--- src/rtl/sdram_ctrl_pkg.sv ---
// Shared types for the SDRAM request path: default widths, request-queue FSM
// states and the default-width request record.
package sdram_ctrl_pkg;

  localparam int SDRAM_ADDR_W = 23;
  localparam int SDRAM_DATA_W = 32;
  localparam int SDRAM_MASK_W = SDRAM_DATA_W / 8;

  localparam logic [15:0] STAT_MAX = 16'hFFFF;

  typedef enum logic [1:0] {
    ST_IDLE,
    ST_ISSUE,
    ST_WAIT_BUSY,
    ST_WAIT_DONE
  } req_state_t;

  typedef struct packed {
    logic                    wr;
    logic [SDRAM_ADDR_W-1:0] addr;
    logic [SDRAM_DATA_W-1:0] data;
    logic [SDRAM_MASK_W-1:0] mask;
  } sdram_req_t;

  // Saturating increment for the 16-bit statistics counters.
  function automatic logic [15:0] sat_inc16(input logic [15:0] value);
    return (value == STAT_MAX) ? value : value + 16'd1;
  endfunction

endpackage

--- src/rtl/sdram_req_fifo.sv ---
// Synchronous FIFO with wrap-bit pointers, occupancy level, registered read
// port, a registered not-full flag and a peek at the head entry's top bit.
module sdram_req_fifo #(
  parameter int WIDTH = 60,
  parameter int DEPTH = 8
) (
  input  logic                     clk,
  input  logic                     rst_n,
  input  logic                     push,
  input  logic [WIDTH-1:0]         push_data,
  input  logic                     pop,
  output logic [WIDTH-1:0]         pop_data,
  output logic                     head_msb,
  output logic [$clog2(DEPTH):0]   level,
  output logic                     ready
);

  localparam int PTR_W = $clog2(DEPTH);
  localparam logic [PTR_W:0] LVL_ONE    = {{PTR_W{1'b0}}, 1'b1};
  localparam logic [PTR_W:0] FULL_LEVEL = {1'b1, {PTR_W{1'b0}}};

  logic [WIDTH-1:0] mem [DEPTH];
  logic [PTR_W:0]   wr_ptr;
  logic [PTR_W:0]   rd_ptr;
  logic [PTR_W:0]   level_next;
  logic [WIDTH-1:0] head;
  logic             do_push;
  logic             do_pop;

  assign do_push  = push && ready;
  assign do_pop   = pop && (level != '0);
  assign head     = mem[rd_ptr[PTR_W-1:0]];
  assign head_msb = head[WIDTH-1];

  always_comb begin
    level_next = level;
    case ({do_push, do_pop})
      2'b10:   level_next = level + LVL_ONE;
      2'b01:   level_next = level - LVL_ONE;
      default: level_next = level;
    endcase
  end

  always_ff @(posedge clk) begin
    if (do_push) begin
      mem[wr_ptr[PTR_W-1:0]] <= push_data;
    end
  end

  // ready is a flop so a pop in the same cycle never opens the door to a push.
  always_ff @(posedge clk or negedge rst_n) begin
    if (!rst_n) begin
      wr_ptr   <= '0;
      rd_ptr   <= '0;
      level    <= '0;
      ready    <= 1'b0;
      pop_data <= '0;
    end else begin
      level <= level_next;
      ready <= (level_next != FULL_LEVEL);
      if (do_push) begin
        wr_ptr <= wr_ptr + LVL_ONE;
      end
      if (do_pop) begin
        rd_ptr   <= rd_ptr + LVL_ONE;
        pop_data <= head;
      end
    end
  end

endmodule

--- src/rtl/sdram_req_queue.sv ---
// Request FIFO in front of sdram_controller: issues one access at a time and
// returns read data in order. Define SDRAM_REQ_QUEUE_STATS_EN for issue counters.
module sdram_req_queue
  import sdram_ctrl_pkg::*;
#(
  parameter int DEPTH      = 8,
  parameter int ADDR_WIDTH = SDRAM_ADDR_W,
  parameter int DATA_WIDTH = SDRAM_DATA_W
) (
  input  logic                      clk,
  input  logic                      reset_n_port,
  input  logic                      req_valid_port,
  output logic                      req_ready_port,
  input  logic                      req_wr_port,
  input  logic [ADDR_WIDTH-1:0]     req_addr_port,
  input  logic [DATA_WIDTH-1:0]     req_wr_data_port,
  input  logic [DATA_WIDTH/8-1:0]   req_wr_mask_port,
  output logic                      rsp_valid_port,
  output logic [DATA_WIDTH-1:0]     rsp_rd_data_port,
  output logic [$clog2(DEPTH):0]    level_port,
  output logic [15:0]               rd_count_port,
  output logic [15:0]               wr_count_port,
  input  logic                      ctrl_busy_port,
  input  logic                      ctrl_ready_port,
  input  logic [DATA_WIDTH-1:0]     ctrl_rd_data_port,
  output logic [ADDR_WIDTH-1:0]     ctrl_addr_port,
  output logic [DATA_WIDTH-1:0]     ctrl_wr_data_port,
  output logic [DATA_WIDTH/8-1:0]   ctrl_wr_mask_port,
  output logic                      ctrl_wr_en_port,
  output logic                      ctrl_rd_en_port
);

  localparam int MASK_W = DATA_WIDTH / 8;

  typedef struct packed {
    logic                  wr;
    logic [ADDR_WIDTH-1:0] addr;
    logic [DATA_WIDTH-1:0] data;
    logic [MASK_W-1:0]     mask;
  } req_t;

  req_t       push_req;
  req_t       issue;
  logic       head_wr;
  logic       push;
  logic       pop;
  req_state_t state;
  logic       retry_cnt;
  logic       rd_pending;

  assign push_req = '{wr:   req_wr_port,
                      addr: req_addr_port,
                      data: req_wr_data_port,
                      mask: req_wr_mask_port};

  assign push = req_valid_port && req_ready_port;
  assign pop  = (state == ST_IDLE) && (level_port != '0) && !ctrl_busy_port;

  // The FIFO's registered read port doubles as the issue register.
  sdram_req_fifo #(
    .WIDTH ($bits(req_t)),
    .DEPTH (DEPTH)
  ) u_fifo (
    .clk       (clk),
    .rst_n     (reset_n_port),
    .push      (push),
    .push_data (push_req),
    .pop       (pop),
    .pop_data  (issue),
    .head_msb  (head_wr),
    .level     (level_port),
    .ready     (req_ready_port)
  );

  assign ctrl_addr_port    = issue.addr;
  assign ctrl_wr_data_port = issue.data;
  assign ctrl_wr_mask_port = issue.mask;

  // A pulse with no busy within two cycles was lost to a refresh; re-pulse it.
  always_ff @(posedge clk or negedge reset_n_port) begin
    if (!reset_n_port) begin
      state            <= ST_IDLE;
      retry_cnt        <= 1'b0;
      rd_pending       <= 1'b0;
      ctrl_wr_en_port  <= 1'b0;
      ctrl_rd_en_port  <= 1'b0;
      rsp_valid_port   <= 1'b0;
      rsp_rd_data_port <= '0;
    end else begin
      ctrl_wr_en_port <= 1'b0;
      ctrl_rd_en_port <= 1'b0;
      rsp_valid_port  <= 1'b0;
      case (state)
        ST_IDLE: begin
          if (pop) begin
            state           <= ST_ISSUE;
            ctrl_wr_en_port <= head_wr;
            ctrl_rd_en_port <= !head_wr;
            rd_pending      <= !head_wr;
          end
        end
        ST_ISSUE: begin
          state     <= ST_WAIT_BUSY;
          retry_cnt <= 1'b0;
        end
        ST_WAIT_BUSY: begin
          if (ctrl_busy_port) begin
            state <= ST_WAIT_DONE;
          end else if (retry_cnt) begin
            state           <= ST_ISSUE;
            ctrl_wr_en_port <= issue.wr;
            ctrl_rd_en_port <= !issue.wr;
          end else begin
            retry_cnt <= 1'b1;
          end
        end
        ST_WAIT_DONE: begin
          if (!ctrl_busy_port) begin
            state <= ST_IDLE;
          end
        end
        default: state <= ST_IDLE;
      endcase
      if (rd_pending && ctrl_ready_port &&
          (state == ST_WAIT_BUSY || state == ST_WAIT_DONE)) begin
        rsp_rd_data_port <= ctrl_rd_data_port;
        rsp_valid_port   <= 1'b1;
        rd_pending       <= 1'b0;
      end
    end
  end

`ifdef SDRAM_REQ_QUEUE_STATS_EN
  logic [15:0] rd_cnt;
  logic [15:0] wr_cnt;

  // An access is counted once, when the controller first shows busy for it.
  always_ff @(posedge clk or negedge reset_n_port) begin
    if (!reset_n_port) begin
      rd_cnt <= '0;
      wr_cnt <= '0;
    end else if (state == ST_WAIT_BUSY && ctrl_busy_port) begin
      if (issue.wr) begin
        wr_cnt <= sat_inc16(wr_cnt);
      end else begin
        rd_cnt <= sat_inc16(rd_cnt);
      end
    end
  end

  assign rd_count_port = rd_cnt;
  assign wr_count_port = wr_cnt;
`else
  assign rd_count_port = '0;
  assign wr_count_port = '0;
`endif

endmodule

--- config.mk ---
export PLATFORM = sky130hd
export DESIGN_NAME = sdram_req_queue
export DESIGN_NICKNAME = d
export VERILOG_FILES = /design/src/rtl/sdram_ctrl_pkg.sv /design/src/rtl/sdram_req_fifo.sv /design/src/rtl/sdram_req_queue.sv
export SDC_FILE = /design/constraint.sdc
export NUM_CORES = 1
export LEC_CHECK = 0
export ABC_CLOCK_PERIOD_IN_PS = 5400
export BUFFER_PORTS_ARGS = -buffer_cell sky130_fd_sc_hd__buf_2
export CORE_MARGIN = 1
export CORE_UTILIZATION = 40
export CTS_BUF_LIST = sky130_fd_sc_hd__clkbuf_8
export CTS_CLUSTER_DIAMETER = 60
export DETAILED_ROUTE_END_ITERATION = 8
export PLACE_DENSITY = 0.57
export SLEW_MARGIN = 20
export SYNTH_ARGS = -nofsm -noshare
export SYNTH_HDL_FRONTEND = slang
export SYNTH_SLANG_ARGS = --single-unit
--- constraint.sdc ---
create_clock -name clk -period 5.4 [get_ports clk]
set_clock_uncertainty 0.05 [all_clocks]
set_input_delay 0.54 -clock clk [delete_from_list [all_inputs] [get_ports clk]]
set_output_delay 0.54 -clock clk [all_outputs]
set_load 0.05 [all_outputs]
# Word level (Yosys, flattened, before mapping)
# Memory sizes are Yosys's and may differ from the RTL's.
# Index checks and enable logic that the tools add are counted.
totals:
  register_bits: 112
  ramBits: 480
  in_bits: 97
  output_inout_bits: 131
  mem_count: 1
mem_list:
  columns: ["memory", "depth", "width", "read_ports", "rd_clocked_by_memory_dff", "wr", "line", "text"]
  rows:
  - ["u_fifo.mem", 8, 60, 1, 0, 1, "sdram_req_fifo.sv:22", "logic [WIDTH-1:0] mem [DEPTH];"]
classes:
  n_addsub: 4
  eq_ne: 10
  n_mux: 22
  n_reduce_logical: 19
ops:
  columns: ["operator", "count"]
  rows:
  - ["1-bit 2-to-1 mux", 13]
  - ["4-bit by 1-bit adder with 4-bit output, second input constant", 3]
  - ["2-bit 2-to-1 mux", 4]
  - ["2-bit one-hot mux with 4 select lines", 1]
  - ["4-bit one-hot mux with 2 select lines", 1]
  - ["1-bit logical AND", 7]
  - ["2-bit == test, second input constant", 3]
  - ["1-bit one-hot mux with 2 select lines", 3]
  - ["2-bit nonzero test", 3]
  - ["2-bit by 1-bit == test with 1-bit output, second input constant", 2]
  - ["2-bit != test, second input constant", 2]
  - ["4-bit != test, second input constant", 1]
  - ["2-bit AND reduction", 2]
  - ["4-bit nonzero test", 1]
  - ["4-bit by 1-bit subtractor with 4-bit output, second input constant", 1]
  - ["1-bit zero test", 3]
  - ["3-bit != test, second input constant", 1]
  - ["3-bit AND reduction", 1]
  - ["2-bit zero test", 1]
  - ["2-bit by 1-bit != test with 1-bit output, second input constant", 1]
  - ["1-bit logical OR", 1]

# Longest topological paths before layout
# Gate-level depths: netlist (run 1).
depth:
  ltp_word: 7
  mapped_depth: 13
  mapped_depth_nobuf: 12

# By module
# A second synthesis (run 1) with hierarchy kept.
unflattened:
  hier_cells: 1090
  area_unflattened_um2: 22400.2
by_module_without_submodules:
  columns: ["module", "instances", "cells_each", "area_per_inst_um2", "seq_area_each_um2"]
  rows:
  - ["sdram_req_fifo", 1, 956, 20648.6, 16190.5]
  - ["sdram_req_queue", 1, 134, 1751.7, 975.9]

# Least setup slack after synthesis (run 1)
# Ideal clock, no wire load.
synth_path:
  kind: "flip-flop to flip-flop"
  start: "register u_fifo.ready"
  end: "memory u_fifo.mem[0][0] (enable)"
  setup_ns: 0.552
  arrival_ns: 5.111
  path_slack_ns: -0.312
  path_stages_with_launch: 4
  path_buffers: 0
  synth_period_minus_slack_ns: 5.712
  cell_sequence: "dfrtp_1 -> and2_1 -> nand2b_1 -> nor3_1"
synth_via:
  elab_chain_len: 4
synth_rtl:
  columns: ["element", "line", "text"]
  rows:
  - ["start: declaration", "sdram_req_fifo.sv:15", "output logic ready"]
  - ["start signal: assignment", "sdram_req_fifo.sv:60", "ready <= (level_next != FULL_LEVEL);"]
  - ["1-bit logical AND", "sdram_req_queue.sv:56", "assign push = req_valid_port && req_ready_port;"]
  - ["1-bit logical AND (*)", "sdram_req_fifo.sv:30", "assign do_push = push && ready;"]
  - ["1-bit 2-to-1 mux (*)", "sdram_req_fifo.sv:45", "if (do_push) begin"]
  - ["1-bit 2-to-1 mux (not written as such) (*)", "sdram_req_fifo.sv:46", "mem[wr_ptr[PTR_W-1:0]] <= push_data;"]
  - ["end: declaration", "sdram_req_fifo.sv:22", null]
# Mark *: on every way between the ends. The rest lies on a longest branch, timed or not.

# Worst setup path in the final report (run 1)
layout_path:
  start: "register u_fifo.level[1]"
  end: "register u_fifo.ready"
layout_via:
  elab_chain_len: 7
  elab_cells_between_ends: 10
  classes_between: "2 x add/sub; 3 x eq/ne; 1 x mux; 4 x reduce/logical"
layout_rtl:
  columns: ["element", "line", "text"]
  rows:
  - ["start: declaration", "sdram_req_fifo.sv:14", "output logic [$clog2(DEPTH):0] level,"]
  - ["start signal: assignment", "sdram_req_fifo.sv:59", "level <= level_next;"]
  - ["4-bit nonzero test", "sdram_req_fifo.sv:31, sdram_req_queue.sv:57", null]
  - ["1-bit logical AND (2 in a row)", "sdram_req_queue.sv:57", "assign pop = (state == ST_IDLE) && (level_port != '0) && !ctrl_busy_port;"]
  - ["1-bit logical AND", "sdram_req_fifo.sv:31", "assign do_pop = pop && (level != '0);"]
  - ["2-bit by 1-bit == test with 1-bit output or 2-bit == test (tied branches)", "sdram_req_fifo.sv:37", "case ({do_push, do_pop})"]
  - ["4-bit one-hot mux with 2 select lines (*)", "sdram_req_fifo.sv:37", null]
  - ["via u_fifo.level_next[3]", "sdram_req_fifo.sv:25", "logic [PTR_W:0] level_next;"]
  - ["4-bit != test (*)", "sdram_req_fifo.sv:60", null]
# Mark *: on every way through the listed nets, which the timed path passes. The rest lies on a longest branch.
# A chain may end at the register's enable or synchronous reset.

==> flow_summary_export.csv, run 1 <==
group,metric,value,unit
timing,drv_slew,0,
clock_network,clkLatencyLatePin,660,ps
critical_path,critPathCaptureType,"flip-flop",
power,pwr_density_cell,578,nW/um^2
cells_and_area,syn2layout_area_growth,15.2,%
logic_synthesis,ys_types,36,
critical_path,cp.required,5880,ps
timing,finalHoldViolCount,0,
clock_network,cts_tree,"done",
drt,drcViolationCount,0,
timing,tightest_slew,1080,ps
power,p_comb_share,32.0,%
power,switching_share,36.0,%
timing,grt_setup_unrepaired,"false",
clock_network,h-tree-depth,3,
floorplanning,core,55600,sq um
timing,fin_crit,3210,ps
drt,wl_met3,2.76,mm
drt,wire_per_inst,21.4,um
floorplanning,start_util,40.8,%
clock_network,numCtsBuffers,98,
logic_synthesis,syn_inst,1136,
drt,viasPerCell,4.97,
grt,antenna_found_initial,5,
drt,dr.pass1.iters,7,
floorplanning,dieArea,57700,sq um
cells_and_area,fillers,4711,
floorplanning,die_w,240,um
grt,grt_use_total,16.7,%
timing,tns,0,ps
logic_synthesis,yosysWarnings,0,
clock_network,cts_root_buf,"clkbuf_8",
drt,wl_met1,21.0,mm
worst_hold_path,hold_class,"primary input to flip-flop",
grt,grt.overflow.total,0,
grt,first_global_vias,11699,
critical_path,crit_type,"flip-flop to flip-flop",
clock_network,clock_path_buffers,3,
grt,grt_pass1_wl,70.8,mm
timing,finalSetupViolCount,0,
place,dp_hpwl,24.7,mm
power,leakagePower,9.34,nW
logic_synthesis,ys_seq_area_share,75.6,%
logic_synthesis,synthesis.area,22700,sq um
timing,max_slew_margin,27.8,%
run_status,status,"completed",
clock_network,clkTransAtPathRegs,60,ps
critical_path,critPathLaunchType,"flip-flop",
clock_network,cts.sinks,590,
cells_and_area,nets,1457,
power,power_switching,5.44,mW
floorplanning,rows,86,
logic_synthesis,synth-seq-cells,590,
clock_network,ctsHoldBuffers,16,
place,gp_congestion,0.714,
power,clkPwrFrac,24.3,%
drt,postRouteAntennaNets,0,
clock_network,postCtsSetupRepairBufs,0,
floorplanning,die_y,240,um
grt,grt_max_degree,79,
power,p_seq_share,43.7,%
floorplanning,ioPinCount,228,
critical_path,worstPathMaxFanout,47,
power,vdd_ir_drop_max,322,uV
timing,finalCritPeriodShare,59.5,%
drt,route.top_layer_used,"met5",
clock_network,cts_resized,0,
logic_synthesis,syn_avg_cell_area,20.0,sq um
critical_path,worstPathArrival,3690,ps
timing,holdWs,70.5,ps
drt,drtIter0Drc,728,
drt,met2_length,22.4,mm
cells_and_area,drive_gt1_share,35.5,%
timing,max_freq,311,MHz
drt,via_count,10904,
drt,routed_wl,46.9,mm
place,io_buffers,195,
run,max-cap-violations,0,
power,p_int,9.67,mW
worst paths after layout:
kind | slack (ps) | startpoint | to | depth (start not counted)
worst min register to register | 440 | rsp_rd_data_port[24] | rsp_rd_data_port[24] | 1
worst min-delay path | 70 | ctrl_rd_data_port[30] | rsp_rd_data_port[30] | 2
max in group asynchronous | 3550 | reset_n_port | u_fifo.rd_ptr[0] | 3
min in group asynchronous | 490 | reset_n_port | rsp_rd_data_port[23] | 2
worst max-delay path | 2190 | u_fifo.level[1] | u_fifo.ready | 10
worst max register to register | 2190 | u_fifo.level[1] | u_fifo.ready | 10
state kept, by name, summed over array words and instances, names as in the netlist, 2 cells and up:
name and cells:
rsp_rd_data_port 32, state 2, u_fifo.level 4, u_fifo.wr_ptr 3, u_fifo.pop_data 60, u_fifo.rd_ptr 3, u_fifo.mem 480
cell usage after synthesis, drive strengths merged:
library cell / n / area, sq um
a211o: 2 / 18.8
a21o: 2 / 16.3
a21oi: 63 / 319
a41o: 1 / 10.0
and2: 1 / 6.26
buf: 111 / 773
clkbuf: 31 / 126
conb: 1 / 3.75
dfrtp: 110 / 2750
edfxtp: 480 / 14400
ha: 4 / 50.1
inv: 3 / 11.3
mux2: 34 / 383
mux2i: 60 / 601
mux4: 120 / 2700
nand2: 13 / 48.8
nand2b: 4 / 25.0
nand3: 1 / 5.00
nor2: 73 / 274
nor2b: 1 / 6.26
nor3: 4 / 20.0
nor4: 2 / 12.5
o211ai: 1 / 7.51
o21ai: 3 / 15.0
o21bai: 1 / 7.51
o31a: 1 / 8.76
or4b: 2 / 20.0
xnor2: 4 / 35.0
xor2: 3 / 26.3
layout by cell type, fill, tap and decap left out, types with 32 or more instances in the layout:
master / Yosys / routed
edfxtp_1: 480 / 480
buf_2: 12 / 194
mux4_2: 120 / 120
clkbuf_8: 1 / 113
dfrtp_1: 110 / 107
nor2_1: 73 / 67
a21oi_1: 62 / 62
mux2i_1: 60 / 60
inv_1: 2 / 48
mux2_2: 34 / 34
conb_1: 1 / 32
per-layer routing:
metal  up-vias  GRT usage (%)
met5         -              0
li1       4822              -
met1      5729           22.7
met4         2           5.44
met3        62           3.94
met2       289           26.5
worst max-delay path: stages (launching register included):
cell and delay [ps]:
dfrtp_1 460, nor4_1 470, nor2_1 110, nand2_1 210
inv_4 250, ha_1 300, o21bai_1 160, a211o_1 290
a21oi_2 150, xor2_1 190, or4b_1 440
per-stage QoR:
step | util (%) | instance area (sq um) | total power [mW] | setup WS [ps] | instances
6_report | 47.0 | 26100 | 15.1 | 2190 | 2192
5_1_grt | 47.0 | 26100 | 15.9 | 1910 | 2189
4_1_cts | 47.0 | 26100 | 15.4 | 2170 | 2188
3_5_place_dp | 43.3 | 24100 | 11.6 | 2200 | 1988
3_3_place_gp | 43.3 | 24100 | 11.6 | 2250 | 1988
2_1_floorplan | - | 22800 | 10.5 | 1310 | 1167
logic make-up after synthesis:
| logic type | after synthesis | share of synthesized area, % |
|---|---|---|
| AOI/OAI and AO/OA | 74 | 1.77 |
| xor gates and xnor gates | 7 | 0.270 |
| adders and majority gates | 4 | 0.220 |
| buffers and inverters | 145 | 4.01 |
| DFF | 590 | 75.6 |
| muxes | 214 | 16.2 |
| other | 1 | 0.0165 |
| and+or+nand+nor | 101 | 1.84 |
final cells by class:
class	instances	area (sq um)	share of cell area, %
clock buffer	113	1560	5.95
inverter	3	13.8	0.0526
multi-input combinational	432	4810	18.4
sequential	590	17200	65.7
timing repair buffer	231	1330	5.09
antenna	4	10.0	0.0383
tap	748	936	3.58
clock inverter	71	315	1.21
power groups by stage:
| stage | logic (mW) | clock network (mW) | registers [mW] |
|---|---|---|---|
| 3_5_place_dp | 4.92 | 0 | 6.72 |
| 2_1_floorplan | 3.68 | 0 | 6.86 |
| 5_1_grt | 5.20 | 4.00 | 6.73 |
| 3_3_place_gp | 4.90 | 0 | 6.69 |
| 4_1_cts | 4.94 | 3.81 | 6.64 |
| 6_report | 4.84 | 3.68 | 6.60 |
Note: power is estimated with default switching activity, not from simulation.
==> run 2: changes to the inputs <==
--- a/config.mk
+++ b/config.mk
@@ -5,7 +5,8 @@
 export SDC_FILE = /design/constraint.sdc
 export NUM_CORES = 1
 export LEC_CHECK = 0
-export ABC_CLOCK_PERIOD_IN_PS = 5400
+export ABC_AREA = 1
+export ABC_CLOCK_PERIOD_IN_PS = 2800
 export BUFFER_PORTS_ARGS = -buffer_cell sky130_fd_sc_hd__buf_2
 export CORE_MARGIN = 1
 export CORE_UTILIZATION = 40
==> constraint.sdc (replaced) <==
create_clock -name clk -period 2.8 [get_ports clk]
set_clock_uncertainty 0.05 [all_clocks]
set_input_delay 0.28 -clock clk [delete_from_list [all_inputs] [get_ports clk]]
set_output_delay 0.28 -clock clk [all_outputs]
set_load 0.05 [all_outputs]
==> flow_summary_export.csv, run 2 <==
group,metric,value,unit
drt,dr.pass1.iters,6,
logic_synthesis,synth_edf_count,480,
floorplanning,start_util,40.7,%
grt,grt_pass1_wl,88.0,mm
logic_synthesis,ys_types,31,
timing,max_slew_margin,36.0,%
timing,finalHoldViolCount,0,
place,dp.cells,2590,
critical_path,r2r_start,"u_fifo.ready",
drt,routed_wl,57.5,mm
grt,grt_use_total,19.5,%
drt,postRouteAntennaNets,0,
clock_network,cts_tree,"done",
clock_network,clkLatencyLatePin,680,ps
cells_and_area,nets,2128,
place,dp_slack,642,ps
cells_and_area,num_antenna_cells,0,
place,io_buffers,195,
grt,grt_use_met1,25.2,%
place,dp_hpwl,30.2,mm
clock_network,cts_root_buf,"clkbuf_8",
cells_and_area,syn2layout_area_growth,18.2,%
logic_synthesis,ys_async_sr_fraction,18.6,%
timing,tns,0,ps
run,max-cap-violations,0,
power,finalPower,29.7,mW
clock_network,clkTransAtPathRegs,50,ps
clock_network,postCtsSetupRepairBufs,0,
drt,drtIter0Drc,1117,
timing,finalSetupViolCount,0,
critical_path,critPathCaptureType,"flip-flop",
timing,drv_slew,0,
timing,max_freq,464,MHz
clock_network,ctsHoldBuffers,94,
clock_network,cts.sinks,590,
power,pwr_density_cell,1090,nW/um^2
logic_synthesis,synthesis.area,23200,sq um
cells_and_area,layout.cells.non_filler,2861,
logic_synthesis,syn_inst,1773,
logic_synthesis,yosysMostFrequentCell,"edfxtp_1",
cells_and_area,fillers,5035,
clock_network,clock_path_buffers,3,
logic_synthesis,synthFlopType,"edfxtp_1",
place,gp_congestion,0.814,
timing,tightest_slew,960,ps
critical_path,cp.required,3310,ps
timing,grt_setup_unrepaired,"false",
floorplanning,dieArea,58800,sq um
worst_hold_path,hold_class,"primary input to asynchronous set/reset pin",
logic_synthesis,syn_avg_cell_area,13.1,sq um
critical_path,crit_path_start,"u_fifo.ready",
logic_synthesis,synth-seq-cells,590,
clock_network,cts_resized,0,
grt,antenna_found_initial,4,
critical_path,crit_type,"flip-flop to flip-flop",
clock_network,numCtsBuffers,97,
drt,drcViolationCount,0,
drt,via_count,14910,
grt,grt.overflow.total,0,
floorplanning,die_w,243,um
critical_path,worstPathMaxFanout,7,
power,leakagePower,10.3,nW
timing,setup_ws,643,ps
run_status,status,"completed",
timing,finalCritPeriodShare,77.0,%
logic_synthesis,yosysWarnings,0,
drt,wire_per_inst,20.1,um
timing,holdWs,81.9,ps
floorplanning,rows,87,
grt,first_global_vias,14896,
logic_synthesis,synth_area_leaders,"edfxtp_1 (62%), dfrtp_1 (12%), nor2_1 (4.1%), o221ai_1 (4.0%), nand2_1 (4.0%)",
grt,grt_use_met3,4.08,%
logic_synthesis,synth_commonest_cells,"edfxtp_1 (480), nor2_1 (254), nand2_1 (245), o21ai_0 (174), dfrtp_1 (110)",
clock_network,h-tree-depth,3,
cells_and_area,layout_commonest_cell,"edfxtp_1",
floorplanning,core,56800,sq um
floorplanning,die_y,243,um
grt,use_met2,32.4,%
critical_path,ff2ff_setup_slack,640,ps
grt,busiest_layer,"met2",
drt,viasPerCell,5.21,
critical_path,r2r-end,"u_fifo.ready",
cells_and_area,largest_reg_flops,480,
timing,fin_crit,2160,ps
critical_path,setup.worst_path.end,"u_fifo.ready",
logic_synthesis,ys_seq_area_share,74.2,%
logic_synthesis,synth_top_cell_by_area,"edfxtp_1",
cells_and_area,drive_gt1_share,18.2,%
cells_and_area,final_cell_mix,"edfxtp_1 (480), nor2_1 (246), nand2_1 (245), buf_2 (194), o21ai_0 (174)",
critical_path,critPathLaunchType,"flip-flop",
critical_path,reg2regPathDepth,11,
floorplanning,ioPinCount,228,
critical_path,worstPathArrival,2660,ps
power,vdd_ir_drop_max,674,uV
grt,grt_max_degree,135,
logic_synthesis,synth_top_area_share,62.3,%
-- run 2: per-stage QoR --
stage                     utilization (%)  area (sq um)
final                                48.2         27400
after global routing                 48.2         27400
after CTS                            48.2         27400
after detailed placement             43.4         24700
after global placement               43.4         24700
after floorplan                         -         23300
-- run 2: worst min path at each step --
| stage | from | to | slack (ps) |
|---|---|---|---|
| after floorplan | reset_n_port | ctrl_rd_en_port | -70 |
| after global placement | reset_n_port | u_fifo.ready | 180 |
| after detailed placement | reset_n_port | u_fifo.level[3] | 180 |
| after CTS | reset_n_port | u_fifo.wr_ptr[2] | 30 |
| after global routing | reset_n_port | u_fifo.rd_ptr[1] | 80 |
| final | reset_n_port | u_fifo.level[3] | 80 |
-- run 2: cell families (layout without fill, tap and decap cells) --
kind of cell | Yosys count | after routing | synth area share, %
AO/OA/AOI/OAI | 388 | 388 | 10.3
XOR/XNOR | 5 | 5 | 0.189
other | 1 | 32 | 0.0162
flip-flops | 590 | 590 | 74.2
AND/OR/NAND/NOR | 562 | 562 | 9.61
buffers and inverters | 223 | 524 | 5.49
adder cells (fa/ha/maj) | 4 | 4 | 0.216
-- run 2: layer usage --
| layer | wire length, um | vias to the layer above |
|---|---|---|
| met4 | 1310 | 8 |
| met1 | 24700 | 7467 |
| met3 | 3510 | 94 |
| li1 | - | 6861 |
| met2 | 27900 | 480 |
| met5 | 51 | - |
-- run 2: critical path, cell delays in order (launching register included) --
cell and delay, ps:
dfrtp_1 370, nand2_1 340, nand3_2 180, nand2_1 110
nand2_1 60, inv_1 70, ha_1 220, o21ai_0 150
inv_1 70, or2_2 270, nor2_1 110, nand2_1 60
-- run 2: area by class of cell --
cell class	instances	area (sq um)	area share, %
clock buffer	103	1420	5.18
clock inverter	74	358	1.31
inverter	22	93.8	0.343
multi-input combinational	991	4900	17.9
sequential	590	17200	62.8
tap	756	946	3.46
timing repair buffer	325	2480	9.07
-- run 2: power breakdown --
part	switching [mW]	internal (mW)	total, mW	leakage [nW]
Clock	3.39	3.50	6.89	1.07
Sequential	0.771	11.4	12.2	5.72
Combinational	7.90	2.77	10.7	3.52
Total	12.1	17.6	29.7	10.3
==> run 3: changes to the inputs <==
--- a/config.mk
+++ b/config.mk
@@ -6,14 +6,14 @@
 export NUM_CORES = 1
 export LEC_CHECK = 0
 export ABC_AREA = 1
-export ABC_CLOCK_PERIOD_IN_PS = 2800
+export ABC_CLOCK_PERIOD_IN_PS = 2300
 export BUFFER_PORTS_ARGS = -buffer_cell sky130_fd_sc_hd__buf_2
 export CORE_MARGIN = 1
 export CORE_UTILIZATION = 40
 export CTS_BUF_LIST = sky130_fd_sc_hd__clkbuf_8
 export CTS_CLUSTER_DIAMETER = 60
 export DETAILED_ROUTE_END_ITERATION = 8
-export PLACE_DENSITY = 0.57
+export PLACE_DENSITY = 0.55
 export SLEW_MARGIN = 20
 export SYNTH_ARGS = -nofsm -noshare
 export SYNTH_HDL_FRONTEND = slang
==> constraint.sdc (replaced) <==
create_clock -name clk -period 2.3 [get_ports clk]
set_clock_uncertainty 0.05 [all_clocks]
set_input_delay 0.23 -clock clk [delete_from_list [all_inputs] [get_ports clk]]
set_output_delay 0.23 -clock clk [all_outputs]
set_load 0.05 [all_outputs]
==> flow_summary_export.csv, run 3 (same netlist as run 2, synthesis figures left out) <==
group,metric,value,unit
critical_path,worstPathArrival,2590,ps
place,dp_hpwl,30.1,mm
grt,grt.overflow.total,0,
timing,tightest_slew,962,ps
run,max-cap-violations,0,
clock_network,postCtsSetupRepairBufs,0,
cells_and_area,postLayoutCoreUtil,48.5,%
floorplanning,die_y,243,um
power,p_comb_share,35.7,%
clock_network,cts_tree,"done",
critical_path,reg2regPathDepth,12,
grt,grt_pass1_wl,88.8,mm
power,pwr_density_cell,1330,nW/um^2
timing,finalCritPeriodShare,90.9,%
clock_network,ctsHoldBuffers,97,
timing,fin_crit,2090,ps
grt,first_global_vias,14732,
drt,postRouteAntennaNets,0,
timing,grt_setup_unrepaired,"false",
floorplanning,core,56800,sq um
power,p_seq_share,40.4,%
grt,grt_use_met3,3.65,%
critical_path,critPathLaunchType,"flip-flop",
timing,finalHoldViolCount,0,
drt,via_count,14912,
drt,dr.pass1.iters,6,
timing,holdWs,96.5,ps
cells_and_area,layout_commonest_cell,"edfxtp_1",
power,clkPwrFrac,23.9,%
critical_path,worstPathMaxFanout,6,
cells_and_area,design_area,27600,sq um
floorplanning,dieArea,58800,sq um
power,vdd_ir_drop_max,954,uV
place,dpl-instance-area,24700,sq um
critical_path,crit_type,"flip-flop to flip-flop",
cells_and_area,fillers,5044,
power,switching_share,40.3,%
drt,drcViolationCount,0,
floorplanning,die_w,243,um
cells_and_area,nets,2141,
critical_path,critPathCaptureType,"flip-flop",
grt,grt_use_met1,26.9,%
drt,drtIter0Drc,991,
power,p_int,21.9,mW
clock_network,clkTransAtPathRegs,60,ps
power,power_switching,14.8,mW
drt,viasPerCell,5.17,
floorplanning,ioPinCount,228,
place,io_buffers,195,
grt,use_met2,31.1,%
floorplanning,rows,87,
cells_and_area,largest_reg_flops,480,
clock_network,cts_root_buf,"clkbuf_8",
drt,routed_wl,57.9,mm
worst_hold_path,worstHoldPathCells,5,
clock_network,clock_path_buffers,3,
worst_hold_path,hold_class,"primary input to flip-flop",
timing,max_slew_margin,35.8,%
clock_network,h-tree-depth,3,
cells_and_area,final_cell_mix,"edfxtp_1 (480), nor2_1 (246), nand2_1 (243), buf_2 (194), o21ai_0 (174)",
power,leakagePower,10.4,nW
clock_network,clkLatencyLatePin,680,ps
critical_path,cp.required,2800,ps
grt,busiest_layer,"met2",
grt,antenna_found_initial,3,
cells_and_area,drive_gt1_share,19.1,%
drt,wire_per_inst,20.1,um
floorplanning,start_util,40.7,%
clock_network,cts_resized,0,
run_status,status,"completed",
clock_network,cts.sinks,590,
timing,drv_slew,0,
clock_network,numCtsBuffers,99,
place,gp_congestion,0.759,
cells_and_area,syn2layout_area_growth,19.1,%
grt,grt_use_total,19.6,%
timing,finalSetupViolCount,0,
grt,grt_max_degree,75,
timing,max_freq,478,MHz
-- run 3: power by group through the flow --
| stage | registers, mW | clock network (mW) | logic (mW) |
|---|---|---|---|
| global route | 15.1 | 9.52 | 14.2 |
| global placement | 15.0 | 0 | 12.9 |
| CTS | 14.9 | 9.07 | 13.3 |
| finish | 14.9 | 8.81 | 13.1 |
| floorplan | 15.8 | 0 | 8.85 |
| detailed placement | 15.1 | 0 | 13.1 |
-- run 3: per-stage QoR --
| step | power (mW) | setup WS [ps] | setup TNS (ps) | cells |
|---|---|---|---|---|
| 6_report | 36.8 | 209 | 0 | 2883 |
| 3_5_place_dp | 28.2 | 214 | 0 | 2598 |
| 2_1_floorplan | 24.6 | -7.39 | -444 | 1804 |
| 3_3_place_gp | 27.9 | 216 | 0 | 2598 |
| 5_1_grt | 38.8 | 38.5 | 0 | 2883 |
| 4_1_cts | 37.2 | 204 | 0 | 2882 |
-- run 3: layout make-up --
cell class                 count  area [sq um]  area share, %
clock buffer                 113          1560           5.64
timing repair buffer         336          2530           9.19
clock inverter                74           354           1.28
antenna                        1          2.50        0.00907
tap                          756           946           3.43
inverter                      22          93.8          0.340
multi-input combinational    991          4910           17.8
sequential                   590         17200           62.3
-- run 3: critical path: stages (launching register included) --
cell and delay (ps):
dfrtp_2 440, nor2_1 140, nand2_2 110, nand3_2 130, nand2_1 80, nand2_1 70
inv_1 60, ha_1 260, o21ai_0 140, inv_1 70, or2_2 270, nor2_1 100
nand2_1 60
-- run 3: worst paths after layout --
path	startpoint	endpoint	slack, ps
worst max-delay path	u_fifo.level[0]	u_fifo.ready	210
worst min-delay path	ctrl_ready_port	rsp_rd_data_port[20]	100
worst max register to register	u_fifo.level[0]	u_fifo.ready	210
worst min register to register	u_fifo.pop_data[59]	ctrl_rd_en_port	420
max in group asynchronous	reset_n_port	rd_pending	550
min in group asynchronous	reset_n_port	u_fifo.pop_data[57]	550
-- run 3: layer usage --
layer / wire length [um] / part of all wire [%]
met5: 23 / 0.040
met4: 1250 / 2.2
met3: 3450 / 6.0
met2: 27300 / 47
met1: 25800 / 45
